--- config.mk ---
export PLATFORM = sky130hd
export DESIGN_NAME = uart_tx_engine_flat
export DESIGN_NICKNAME = d
export VERILOG_FILES = /design/src/rtl/uart_tx_engine_pkg.sv /design/src/rtl/uart_tx_engine_if.sv /design/src/rtl/uart_tx_engine_baud_tick.sv /design/src/rtl/uart_tx_engine.sv /design/src/flat_wrapper.sv
export SDC_FILE = /design/constraint.sdc
export NUM_CORES = 1
export LEC_CHECK = 0
export CAP_MARGIN = 15
export CORE_AREA = 2 2 50 87
export DETAILED_ROUTE_END_ITERATION = 10
export DIE_AREA = 0 0 52 89
export HOLD_SLACK_MARGIN = 0.08
export PLACE_DENSITY_LB_ADDON = 0.15
export SLEW_MARGIN = 20
export SYNTH_ARGS = -nofsm -noshare
export SYNTH_HDL_FRONTEND = slang
export SYNTH_SLANG_ARGS = --single-unit
export TNS_END_PERCENT = 5
--- constraint.sdc ---
create_clock -name clk -period 1.9 [get_ports clk]
set_input_delay 0.19 -clock clk [delete_from_list [all_inputs] [get_ports clk]]
set_output_delay 0.19 -clock clk [all_outputs]
set_load 0.005 [all_outputs]
--- src/rtl/uart_tx_engine_pkg.sv ---
// uart_pkg: shared definitions for the UART transmit engine.
//   - state_t   : FSM state encoding (BREAK exists only when UART_TX_BREAK_EN
//                 is defined).
//   - PARITY_*  : values accepted by the PARITY_MODE parameter.
//   - frame_bits: number of serial bit periods in one frame.
package uart_pkg;

  localparam int PARITY_NONE = 0;
  localparam int PARITY_ODD  = 1;
  localparam int PARITY_EVEN = 2;

  typedef enum logic [2:0] {
    IDLE   = 3'd0,
    START  = 3'd1,
    DATA   = 3'd2,
    PARITY = 3'd3,
    STOP   = 3'd4
`ifdef UART_TX_BREAK_EN
    ,
    BREAK  = 3'd5
`endif
  } state_t;

  // Start bit + payload + optional parity + stop bits.
  function automatic int frame_bits(input int data_bits, input int parity_mode,
                                    input int stop_bits);
    return 1 + data_bits + ((parity_mode != PARITY_NONE) ? 1 : 0) + stop_bits;
  endfunction

endpackage

--- src/rtl/uart_tx_engine_if.sv ---
// uart_tx_if: parallel-word handshake into the UART transmit engine.
//   tx_data  : payload word (DATA_BITS wide)
//   tx_valid : source has a word to send
//   tx_ready : engine can take a word this cycle
// Modports: master = frame source, slave = transmit engine.
interface uart_tx_if #(
  parameter int DATA_BITS = 8
);
  logic [DATA_BITS-1:0] tx_data;
  logic                 tx_valid;
  logic                 tx_ready;

  modport master (output tx_data, output tx_valid, input tx_ready);
  modport slave  (input tx_data, input tx_valid, output tx_ready);
endinterface

--- src/rtl/uart_tx_engine_baud_tick.sv ---
// uart_baud_tick: bit-period timer for the UART transmitter.
//   clk, rst : clock, synchronous active-low reset
//   restart  : force the count back to 0 (start of a new bit period)
//   en       : count while high
//   tick     : high in the last cycle of each CLKS_PER_BIT-cycle period
module uart_baud_tick
  import uart_pkg::*;
#(
  parameter int CLKS_PER_BIT = 434
) (
  input  logic clk,
  input  logic rst,
  input  logic restart,
  input  logic en,
  output logic tick
);
  localparam int CW = (CLKS_PER_BIT > 1) ? $clog2(CLKS_PER_BIT) : 1;
  localparam logic [CW-1:0] LAST = CW'(CLKS_PER_BIT - 1);

  logic [CW-1:0] count_reg;

  always_ff @(posedge clk) begin
    if (!rst) begin
      count_reg <= '0;
    end else if (restart) begin
      count_reg <= '0;
    end else if (en) begin
      count_reg <= (count_reg == LAST) ? '0 : count_reg + 1'b1;
    end
  end

  assign tick = en && !restart && (count_reg == LAST);
endmodule

--- src/rtl/uart_tx_engine.sv ---
// uart_tx_engine: parametrised UART transmitter (start, LSB-first data,
// optional parity, 1 or 2 stop bits).
// Ports:
//   clk, rst  : clock, synchronous active-low reset
//   tx_if     : uart_tx_if.slave (tx_data, tx_valid, tx_ready)
//   break_req : request a line break (only when UART_TX_BREAK_EN is defined)
//   txd       : registered serial output, idle high
//   busy      : a frame is in flight
//   done      : one-cycle pulse in the cycle the frame returns to IDLE
// Optional feature macro: UART_TX_BREAK_EN (adds break_req and the BREAK
// state: txd low while break_req is held, then 2 bit periods of mark).
module uart_tx_engine
  import uart_pkg::*;
#(
  parameter int CLKS_PER_BIT = 434,
  parameter int DATA_BITS    = 8,
  parameter int PARITY_MODE  = PARITY_NONE,
  parameter int STOP_BITS    = 1
) (
  input  logic       clk,
  input  logic       rst,
  uart_tx_if.slave   tx_if,
`ifdef UART_TX_BREAK_EN
  input  logic       break_req,
`endif
  output logic       txd,
  output logic       busy,
  output logic       done
);
  localparam int CNT_W = $clog2(DATA_BITS + 1);
  localparam logic [CNT_W-1:0] LAST_DATA = CNT_W'(DATA_BITS - 1);
  localparam logic [CNT_W-1:0] LAST_STOP = CNT_W'(STOP_BITS - 1);

  state_t                 state_reg, state_next;
  logic [DATA_BITS-1:0]   shift_reg, shift_next;
  logic [CNT_W-1:0]       bit_cnt_reg, bit_cnt_next;
  logic                   parity_reg, parity_next;
  logic                   txd_reg, txd_next;
  logic                   done_reg, done_next;
  logic                   tick;
  logic                   accept;
  logic                   baud_restart;
  logic                   baud_en;

  assign tx_if.tx_ready = (state_reg == IDLE);
  assign accept         = (state_reg == IDLE) && tx_if.tx_valid;

`ifdef UART_TX_BREAK_EN
  // While the break is held the timer stays parked at 0 so the mark period
  // starts cleanly on release (bit_cnt 0 = holding, 1/2 = mark periods).
  logic brk_hold;
  assign brk_hold     = (state_reg == BREAK) && (bit_cnt_reg == '0);
  assign baud_restart = accept || brk_hold;
`else
  assign baud_restart = accept;
`endif
  assign baud_en = (state_reg != IDLE);

  uart_baud_tick #(
    .CLKS_PER_BIT(CLKS_PER_BIT)
  ) u_baud (
    .clk    (clk),
    .rst    (rst),
    .restart(baud_restart),
    .en     (baud_en),
    .tick   (tick)
  );

  always_comb begin
    state_next   = state_reg;
    shift_next   = shift_reg;
    bit_cnt_next = bit_cnt_reg;
    parity_next  = parity_reg;
    done_next    = 1'b0;
    txd_next     = 1'b1;

    case (state_reg)
      IDLE: begin
        if (tx_if.tx_valid) begin
          state_next   = START;
          shift_next   = tx_if.tx_data;
          bit_cnt_next = '0;
          // Odd parity is the inverse of the XOR of the payload.
          parity_next  = (^tx_if.tx_data) ^ (PARITY_MODE == PARITY_ODD);
        end
`ifdef UART_TX_BREAK_EN
        else if (break_req) begin
          state_next   = BREAK;
          bit_cnt_next = '0;
        end
`endif
      end
      START: begin
        if (tick) begin
          state_next   = DATA;
          bit_cnt_next = '0;
        end
      end
      DATA: begin
        if (tick) begin
          shift_next = shift_reg >> 1;
          if (bit_cnt_reg == LAST_DATA) begin
            state_next   = (PARITY_MODE != PARITY_NONE) ? PARITY : STOP;
            bit_cnt_next = '0;
          end else begin
            bit_cnt_next = bit_cnt_reg + 1'b1;
          end
        end
      end
      PARITY: begin
        if (tick) begin
          state_next   = STOP;
          bit_cnt_next = '0;
        end
      end
      STOP: begin
        if (tick) begin
          if (bit_cnt_reg == LAST_STOP) begin
            state_next   = IDLE;
            bit_cnt_next = '0;
            done_next    = 1'b1;
          end else begin
            bit_cnt_next = bit_cnt_reg + 1'b1;
          end
        end
      end
`ifdef UART_TX_BREAK_EN
      BREAK: begin
        if (bit_cnt_reg == '0) begin
          if (!break_req) bit_cnt_next = CNT_W'(1);
        end else if (tick) begin
          if (bit_cnt_reg == CNT_W'(1)) begin
            bit_cnt_next = CNT_W'(2);
          end else begin
            state_next   = IDLE;
            bit_cnt_next = '0;
          end
        end
      end
`endif
      default: state_next = IDLE;
    endcase

    // txd is decoded from the upcoming state so the registered line
    // changes in the same cycle as the state it belongs to.
    case (state_next)
      START:  txd_next = 1'b0;
      DATA:   txd_next = shift_next[0];
      PARITY: txd_next = parity_next;
`ifdef UART_TX_BREAK_EN
      BREAK:  txd_next = (bit_cnt_next != '0);
`endif
      default: txd_next = 1'b1;
    endcase
  end

  always_ff @(posedge clk) begin
    if (!rst) begin
      state_reg   <= IDLE;
      shift_reg   <= '0;
      bit_cnt_reg <= '0;
      parity_reg  <= 1'b0;
      txd_reg     <= 1'b1;
      done_reg    <= 1'b0;
    end else begin
      state_reg   <= state_next;
      shift_reg   <= shift_next;
      bit_cnt_reg <= bit_cnt_next;
      parity_reg  <= parity_next;
      txd_reg     <= txd_next;
      done_reg    <= done_next;
    end
  end

  assign txd  = txd_reg;
  assign done = done_reg;
  assign busy = (state_reg == START) || (state_reg == DATA) ||
                (state_reg == PARITY) || (state_reg == STOP);
endmodule

--- src/flat_wrapper.sv ---
// flat-port wrapper written by rule: the top's interface ports become plain ports
module uart_tx_engine_flat import uart_pkg::*;
#(
  parameter int CLKS_PER_BIT = 434,
  parameter int DATA_BITS    = 8,
  parameter int PARITY_MODE  = PARITY_NONE,
  parameter int STOP_BITS    = 1
)
  (clk, rst, txd, busy, done, tx_if_tx_data, tx_if_tx_valid, tx_if_tx_ready);
  uart_tx_if #(.DATA_BITS(DATA_BITS)) tx_if_i ();
  input  logic clk;
  input  logic rst;
  output logic txd;
  output logic busy;
  output logic done;
  input wire logic [$bits(tx_if_i.tx_data)-1:0] tx_if_tx_data;
  input wire logic [$bits(tx_if_i.tx_valid)-1:0] tx_if_tx_valid;
  output wire logic [$bits(tx_if_i.tx_ready)-1:0] tx_if_tx_ready;
  assign tx_if_i.tx_data = tx_if_tx_data;
  assign tx_if_i.tx_valid = tx_if_tx_valid;
  assign tx_if_tx_ready = tx_if_i.tx_ready;
  uart_tx_engine #(.CLKS_PER_BIT(CLKS_PER_BIT), .DATA_BITS(DATA_BITS), .PARITY_MODE(PARITY_MODE), .STOP_BITS(STOP_BITS)) u_core (.clk(clk), .rst(rst), .tx_if(tx_if_i), .txd(txd), .busy(busy), .done(done));
endmodule
Yosys cells after proc, flatten, opt, wreduce, memory -nomap -nowiden --
Cells that the tools add are included.
Storage, ports and cells: output and inout bits 4, bits in read-only memories 0, bits of input ports 11, logic and storage cells 65, memories kept 0, bits in writable memories 0, flip-flop bits (word level) 27, bits in latches 0
Cells by class: reductions and logical operators 18, add/subtract/negate cells 2, order comparisons 0, muxes and demuxes 23, bitwise gates (word level) 1, equal/unequal tests 13, divide/modulo/power cells 0, $mul 0, shift operators 0
Operators by type and width (number):
- 4-bit 2-to-1 mux | 6
- 3-bit 2-to-1 mux | 7
- 8-bit 2-to-1 mux | 2
- 4-bit one-hot mux with 4 select lines | 1
- 8-bit one-hot mux with 2 select lines | 1
- 3-bit one-hot mux with 5 select lines | 1
- 3-bit by 2-bit == test with 1-bit output, second input constant | 4
- 9-bit by 1-bit adder with 9-bit output, second input constant | 1
- 9-bit == test, second input constant | 1
- 9-bit 2-to-1 mux | 1
- 8-bit parity | 1
- 3-bit by 1-bit == test with 1-bit output, second input constant | 2
- 2-bit by 1-bit inequality test with 1-bit output, second input constant | 3
- 3-bit AND reduction | 2
- 5-bit AND reduction | 1
- 4-bit by 1-bit adder with 4-bit output, second input constant | 1
- 4-bit by 3-bit == test with 1-bit output, second input constant | 1
- 4-bit zero test | 1
- 4-bit nonzero test | 1
- 2-bit OR reduction | 2
- 3-bit == test, second input constant | 1
- 1-bit logical AND | 3
- 3-bit zero test | 1
- 1-bit logical OR | 3
- 7 further kinds | 9

Logic depth before layout (Yosys ltp) --
Gate-level depths: netlist of the first run.
word-level depth 9, gate-level depth with buffers 8, depth with buffers taken out 7

Modules after synthesis --
A second synthesis of the first run with hierarchy kept.
Unflattened totals: cell total of the unflattened synthesis 171, area, all modules 1472.7 µm²
By module, submodules not included:
- uart_tx_engine | seq. area each 360.3 µm², instances 1, area each 1018.5 µm², cells an instance 118
- uart_baud_tick | seq. area each 180.2 µm², instances 1, area each 454.2 µm², cells an instance 53

Worst setup path before layout of the first run --
Ideal clock, no wire load.
path type register to register, start point register u_core.u_baud.count_reg[1], end point register u_core.txd_reg (netlist: u_core.txd), data required time 1778 ps, path buffers 1, stages on the path, launching flop included 9, library setup time 122 ps, clock period less this slack 1738 ps, arrival 1616 ps, setup slack 162 ps, cell sequence dfxtp_1 inv_1 ha_1 and4b_4 and2_1 buf_6 a32oi_1 o21ai_2 o32a_1
On the way: word-level cells in the longest chain between the ends 6, elaborated cells between the ends (all ways) 13, classes of those cells eq/ne: 4; mux: 8; reduce/logical: 1
Ends and longest elaborated chain:
- start, declared | RTL line uart_tx_engine_baud_tick.sv:20 | logic [CW-1:0] count_reg;
- start signal, assigned | RTL line uart_tx_engine_baud_tick.sv:28 | count_reg <= (count_reg == LAST) ? '0 : count_reg + 1'b1;
- 9-bit == test * | RTL line uart_tx_engine_baud_tick.sv:32 | assign tick = en && !restart && (count_reg == LAST);
- 1-bit logical AND * | RTL line uart_tx_engine_baud_tick.sv:32
- 3-bit 2-to-1 mux (on tied branches)
- 3-bit one-hot mux with 5 select lines | RTL line uart_tx_engine.sv:77 | case (state_reg)
- 3-bit by 2-bit == test with 1-bit output / 3-bit by 1-bit == test with 1-bit output (equally long branches) | RTL line uart_tx_engine.sv:146 | case (state_next)
- 1-bit one-hot mux with 3 select lines * | RTL line uart_tx_engine.sv:146
- end signal, assigned | RTL line uart_tx_engine.sv:170 | txd_reg <= txd_next;
- end, declared | RTL line uart_tx_engine.sv:38 | logic txd_reg, txd_next;
Every way passes the cells marked *; elsewhere a longest branch is shown, timed or not. The select of a mux whose other input is x is not followed. A chain may end at the register's enable or synchronous reset.

Worst setup path in the final report of the first run --
start point register u_core.state_reg[1], end point output port busy
On the way: word-level cells in the longest chain between the ends 4, elaborated cells between the ends (all ways) 7, classes of those cells eq/ne: 4; reduce/logical: 3
Ends and longest elaborated chain:
- start, declared | RTL line uart_tx_engine.sv:34 | state_t state_reg, state_next;
- start signal, assigned | RTL line uart_tx_engine.sv:166 | state_reg <= state_next;
- 3-bit by 1-bit == test with 1-bit output / 3-bit by 2-bit == test with 1-bit output (equally long branches) | RTL line uart_tx_engine.sv:177 | assign busy = (state_reg == START) || (state_reg == DATA) ||
- 1-bit logical OR (2 in a row) | RTL line uart_tx_engine.sv:177
- 1-bit logical OR * | RTL line uart_tx_engine.sv:178 | (state_reg == PARITY) || (state_reg == STOP);
- end, declared | RTL line flat_wrapper.sv:14 | output logic busy;
Every way passes the cells marked *; elsewhere a longest branch is shown, timed or not.

==> run metrics, run 1 <==
Die X between 50 and 60 microns; cell leakage power 0.000644 uW; sequential share of the synthesized area 36.6%; RSZ-0062 raised after global routing false; largest net degree at the start of global routing 17; CP max stage delay about 0.44 ns; Vias/cell roughly 5.2; CTS tree built; critical path's top delay family simple AND/OR/NAND/NOR gates; gr ovfl total 0; Area contributors post-synth dfxtp_1, xnor2_1, nand2_1, a22oi_1, ha_1; Core Area 3870 sq um; diode count 0; Total Wirelength ~3000 microns; Global Route met2 Usage between 20 and 30%; Min Hold Slack between 0.4 and 0.5 ns; Crit path buffers/inverters 1; GR Util met3 2.17%; global route hottest layer met2; share of post-route cells with drive strength above 1 between 10% and 20%; Setup CP Type flop to output port; Starting Density between 30% and 40%; pwr dens 626 nW/um^2; final setup fails 0; Root Buffer clkbuf_8; clock skew 0.00478 ns; H-tree depth 1; asr flop ratio synth 0%; IO Pins 15; via count 1213; Unique masters post-synth 44; CP max FO 5; Max Slew Vio Count 0; synthesis-stage register bit count 27; peak supply drop ~380 uV; Synth area leader dfxtp_1; slowest CP cell or3_4; Final Cycle Share between 90% and 100%; DRC viols 0; Final #Nets approximately 200; CP required approximately 1.7 ns; routed len/inst about 13 microns; Rel. slew slack 75.2%; CTS max path bufs 2; Syn Area/Cell between 8 and 9 sq um; Final ANT Viol Nets 0; commonest non-fill, non-tap cell in the layout dfxtp_1; Post-DP HPWL 2450 microns; critical-path cell list or3_4 > and2_1 > clkdlybuf4s50_1; Global Route met1 Usage 14.6%; Worst setup EP type output port; area share of the largest cell type after synthesis 36.6%; Pre-antenna DRT Iters 4; Worst-Skew Late Latency 0.28 ns; CP arrival around 1.7 ns; Sink Count 27; num rows 30; synthesis-to-finish area growth 20.0%; status complete, no violations; f_max between 500 and 600 MHz; gr usage total roughly 15%; Buffers on Ports 14; vias in the first global route about 1200; drt first-iter violations 19; Post-Synthesis Cells about 170; Hold Crit Class flop to flop; fin crit period 1.85 ns; commonest non-fill, non-tap cells in the layout dfxtp_1, nand2_1, clkdlybuf4s50_1; crit start category flop; initial antenna violation count 0; Final Hold Vio Count 0; die area about 4600 sq um; die span in y about 89 microns; setup tns final 0 ns; final RePlAce weighted congestion roughly 0.82; synth warn 0; Max Cap Viol 0; area of the mapped netlist about 1500 sq um; Post-synth EDFFs 0; Mapped Nets 180; worst-margin pin slew between 0.3 and 0.4 ns; clock slew at reported path FFs 0.10 ns; max FFs per register 9; Num CTS Buffers 3; Post-synth top flop dfxtp_1; global-route wire length before repair between 5000 and 6000 microns
==> final cells by class <==
class | instances | area, sq um
Tap cell | 48 | 60.1
Sequential cell | 27 | 541
Fill cell | 400 | 2090
Timing Repair Buffer | 26 | 230
Inverter | 6 | 27.5
Clock inverter | 1 | 7.51
Clock buffer | 3 | 41.3
Multi-Input combinational cell | 124 | 865
==> synthesized netlist by cell type (all sizes together) (3+ instances only) <==
| master | instances |
|---|---|
| buf | 5 |
| clkbuf | 3 |
| and2 | 5 |
| nor2 | 12 |
| xnor2 | 9 |
| a21oi | 4 |
| ha | 4 |
| nand3 | 7 |
| o21ai | 9 |
| nand2 | 21 |
| nor3b | 4 |
| a21boi | 8 |
| a22oi | 7 |
| xor2 | 5 |
| nor3 | 4 |
| inv | 5 |
| dfxtp | 27 |
| or3 | 4 |
==> cell families after synthesis <==
group                      share of synthesized area [%]
xor gates and xnor gates                            8.31
DFF                                                 36.6
AOI/OAI and AO/OA                                   18.5
and+or+nand+nor                                     27.5
adders and majority gates                           3.39
buffers and inverters                               5.76
==> path summary, 6_finish.rpt <==
kind / cells past startpoint / slack [ns] / to / from
max: 3 / 0.05 / busy / u_core.state_reg[1]$_SDFF_PN0_
max reg2reg: 7 / 0.10 / u_core.txd$_SDFF_PN1_ / u_core.u_baud.count_reg[1]$_SDFFE_PP0N_
min: 2 / 0.47 / u_core.shift_reg[3]$_SDFFE_PN0P_ / u_core.shift_reg[3]$_SDFFE_PN0P_
min reg2reg: 2 / 0.47 / u_core.shift_reg[3]$_SDFFE_PN0P_ / u_core.shift_reg[3]$_SDFFE_PN0P_
==> tightest hold or removal path: stages (launching register included) <==
cell	delay, ns
dfxtp_1	0.33
nand2_1	0.05
a21boi_1	0.05
==> stage by stage <==
stage | cell area (sq um) | setup WS [ns] | std cells | utilization, % | power, uW
final | 1770 | 0.0510 | 235 | 45.8 | 1110
after global routing | 1770 | 0.000655 | 235 | 45.8 | 1170
after CTS | 1750 | 0.00473 | 233 | 45.2 | 1120
after detailed placement | 1690 | 0.0868 | 229 | 43.8 | 781
after global placement | 1690 | 0.144 | 229 | 43.8 | 777
after floorplan | 1480 | 0.162 | 165 | - | 716
==> where the power goes <==
part	leakage, uW	internal, uW	switching, uW
registers	0.000220	585	13.0
clock network	0.0000217	149	187
logic	0.000403	94.4	80.9
==> timing repair <==
| item | CTS | global route |
|---|---|---|
| gates cloned | 0 | 0 |
| setup buffers | 0 | 2 |
| setup endpoints to repair | 2 | 3 |
| hold buffers | 0 | 0 |
| endpoints found under the hold margin | 0 | 0 |
| gates resized for setup | 2 | 2 |
| pin swaps | 0 | 1 |
==> metal layers <==
metal / vias to the layer above / wire [microns]
met5: - / 0
met4: 0 / 36
met3: 4 / 59
met2: 11 / 1690
met1: 578 / 1260
li1: 620 / -
No activity file was read; power rests on OpenSTA's default activity.
==> run 2: changes to the inputs <==
Settings changed: CELL_PAD_IN_SITES_DETAIL_PLACEMENT set to 1, CELL_PAD_IN_SITES_GLOBAL_PLACEMENT set to 1, CORE_AREA 2 2 50 87 to 2 2 65 67, DIE_AREA 0 0 52 89 to 0 0 67 69, SYNTH_HIERARCHICAL set to 1.
==> run 2 against run 1 <==
Effect of this change: the run now ends with setup timing left; highest routed layer unchanged; die area down 0.11%; worst hold slack worse by 0.0037 ns; critical endpoint is now u_core/txd$_SDFF_PN1_; maximum frequency down 10%; worst setup slack worse by 0.21 ns; routed wire length up 29%; register-to-register slack worse by 0.26 ns.
==> run metrics, run 2 <==
area of the mapped netlist 1470 sq um; Max Cap Viol 0; global-route wire length before repair ~6400 microns; fin crit period just over 2 ns; Mapped Nets about 190; Fillers between 400 and 500; Unique masters post-synth 42; failing checks setup timing; Area contributors post-synth dfxtp_1, xnor2_1, a21oi_1, nand2_1, a22oi_1; clock skew between 0.0015 and 0.002 ns; largest net degree at the start of global routing 17; status complete, but fails checks; Buffers on Ports 14; final setup fails 13; CTS max path bufs 2; fin worst setup slack -0.163 ns; Final ANT Viol Nets 0; CTS tree built; Sink Count 27; Core Area a little under 4000 sq um; Num CTS Buffers 3; synth warn 6; CP max FO 4; crit start category flop; asr flop ratio synth 0%; Rel. slew slack between 60% and 70%; H-tree depth 1; Power Total between 1000 and 1500 uW; Worst setup EP type flop; gr usage total ~18%; crit path launch u_core/state_reg[0]$_SDFF_PN0_; Post-synth top flop dfxtp_1; synthesis-to-finish area growth 34.2%; Final Hold Vio Count 0; Total Wirelength between 3000 and 4000 microns; f_max 485 MHz; reg2reg start u_core/state_reg[0]$_SDFF_PN0_; Max Slew Vio Count 0; Post-Synthesis Cells 171; cell leakage power 0.000726 uW; IO Pins 15; final RePlAce weighted congestion roughly 0.75; setup tns final -1.42 ns; RSZ-0062 raised after global routing true; Worst-Skew Late Latency about 0.28 ns; R2R Setup Slk -0.16 ns; area taken by flip-flops and latches about 550 sq um; CP arrival 2.23 ns; Die X 67 microns; diode count 0; share of post-route cells with drive strength above 1 a little under a quarter; peak supply drop around 330 uV; die area 4620 sq um; count leader, synth dfxtp_1; commonest non-fill, non-tap cells in the layout dfxtp_1, buf_4, nand2_1; num rows 23; Final Cycle Share 109%; DRC viols 0; cells on worst reg2reg path 8; via count 1373; area share of the largest cell type after synthesis between 30% and 40%; gr ovfl total 0; Final #Nets 220; Root Buffer clkbuf_8; Post-synth EDFFs 0; sequential share of the synthesized area between 30% and 40%; Syn Area/Cell 8.61 sq um; multi-input logic area a little under 1000 sq um; worst-margin pin slew 0.562 ns; Starting Density 37.6%; routed len/inst 15.4 microns; initial antenna violation count 0; synth cell count leaders dfxtp_1, nand2_1, nor2_1, a21oi_1, xnor2_1; Setup CP Type flop to flop; synthesis-stage register bit count 27; Pre-antenna DRT Iters 5; end of the critical path u_core/txd$_SDFF_PN1_; die span in y ~69 microns; hold_buf cts 0; CP required a little over 2 ns; max FFs per register 9; vias in the first global route 1412; reg2reg end u_core/txd$_SDFF_PN1_; Hold Crit Class flop to flop; Synth area leader dfxtp_1; clock slew at reported path FFs ~0.1 ns; Post-DP HPWL between 2000 and 3000 microns; drt first-iter violations 55; Vias/cell 5.41; commonest non-fill, non-tap cell in the layout dfxtp_1; pwr dens around 580 nW/um^2
-- run 2: cell count changes after synthesis, sizes merged, moves of 3 or more --
cell	change
inv	+3
nand2b	+3
nand2	-6
a21boi	-8
a21oi	+8
nand3b	+3
a211oi	+3
o21ai	-5
and2	-5
nand4	+6
-- run 2: per-layer routing --
layer | global-route usage (%) | vias to the layer above | share of wire (%) | wire, microns
met5 | 0 | - | 0 | 0
met4 | 4.54 | 0 | 0.74 | 29
met3 | 2.61 | 4 | 2.5 | 96
met2 | 28.7 | 13 | 50 | 1940
met1 | 23.7 | 672 | 47 | 1840
li1 | - | 684 | - | -
-- run 2: report_power, final --
part	internal [uW]	switching, uW
Sequential	586	9.41
Combinational	106	105
Clock	147	192
Total	840	306
-- run 2: per-stage QoR --
| stage | setup slack (ns) | hold slack [ns] | cells | util, % | area [sq um] |
|---|---|---|---|---|---|
| detailed placement | -0.258 | 0.448 | 246 | 45.6 | 1780 |
| global route | -0.283 | 0.493 | 254 | 50.5 | 1980 |
| floorplan | -0.380 | 0.276 | 171 | - | 1500 |
| CTS | -0.0825 | 0.462 | 253 | 49.2 | 1920 |
| global placement | -0.191 | 0.442 | 246 | 45.6 | 1780 |
| finish | -0.163 | 0.465 | 254 | 50.5 | 1980 |
-- run 2: layout make-up --
class                           instances  area share, %
Sequential cell                        27           27.6
Timing Repair Buffer                   36           16.3
Clock inverter                          1          0.253
Tap cell                               50           3.17
Inverter                                8           1.52
Multi-Input combinational cell        129           49.1
Clock buffer                            3           2.09
-- run 2: critical path: stages (launching register included) --
cell,delay (ns)
dfxtp_2,0.33
or3_4,0.38
nor4bb_4,0.16
nand3b_1,0.15
nor3_4,0.08
nor4bb_4,0.17
a22o_1,0.25
o41ai_2,0.32
nand3b_1,0.11
-- run 2: how the worst min path moves through the flow --
stage	startpoint	cells past startpoint	endpoint
CTS	u_core/shift_reg[2]$_SDFFE_PN0P_	2	u_core/shift_reg[2]$_SDFFE_PN0P_
detailed placement	u_core/shift_reg[2]$_SDFFE_PN0P_	2	u_core/shift_reg[2]$_SDFFE_PN0P_
global placement	u_core/shift_reg[3]$_SDFFE_PN0P_	2	u_core/shift_reg[3]$_SDFFE_PN0P_
finish	u_core/shift_reg[1]$_SDFFE_PN0P_	2	u_core/shift_reg[1]$_SDFFE_PN0P_
floorplan	rst	1	u_core/txd$_SDFF_PN1_
global route	u_core/shift_reg[3]$_SDFFE_PN0P_	2	u_core/shift_reg[3]$_SDFFE_PN0P_
-- run 2: cells by family (layout without fill, tap and decap cells) --
| kind of cell | count (synthesis) | in the layout | synth area share [%] |
|---|---|---|---|
| buffers and inverters | 15 | 48 | 5.18 |
| xor gates and xnor gates | 12 | 12 | 7.14 |
| adders and majority gates | 4 | 4 | 3.40 |
| muxes | 3 | 3 | 2.12 |
| and+or+nand+nor | 70 | 70 | 26.9 |
| DFF | 27 | 27 | 36.7 |
| AOI/OAI and AO/OA | 40 | 40 | 18.5 |
-- run 2: repair_timing --
item,CTS,global route
endpoints found under the setup margin,15,17
resized for setup,16,10
cloned,0,0
pin swaps,8,14
setup buffers,4,1
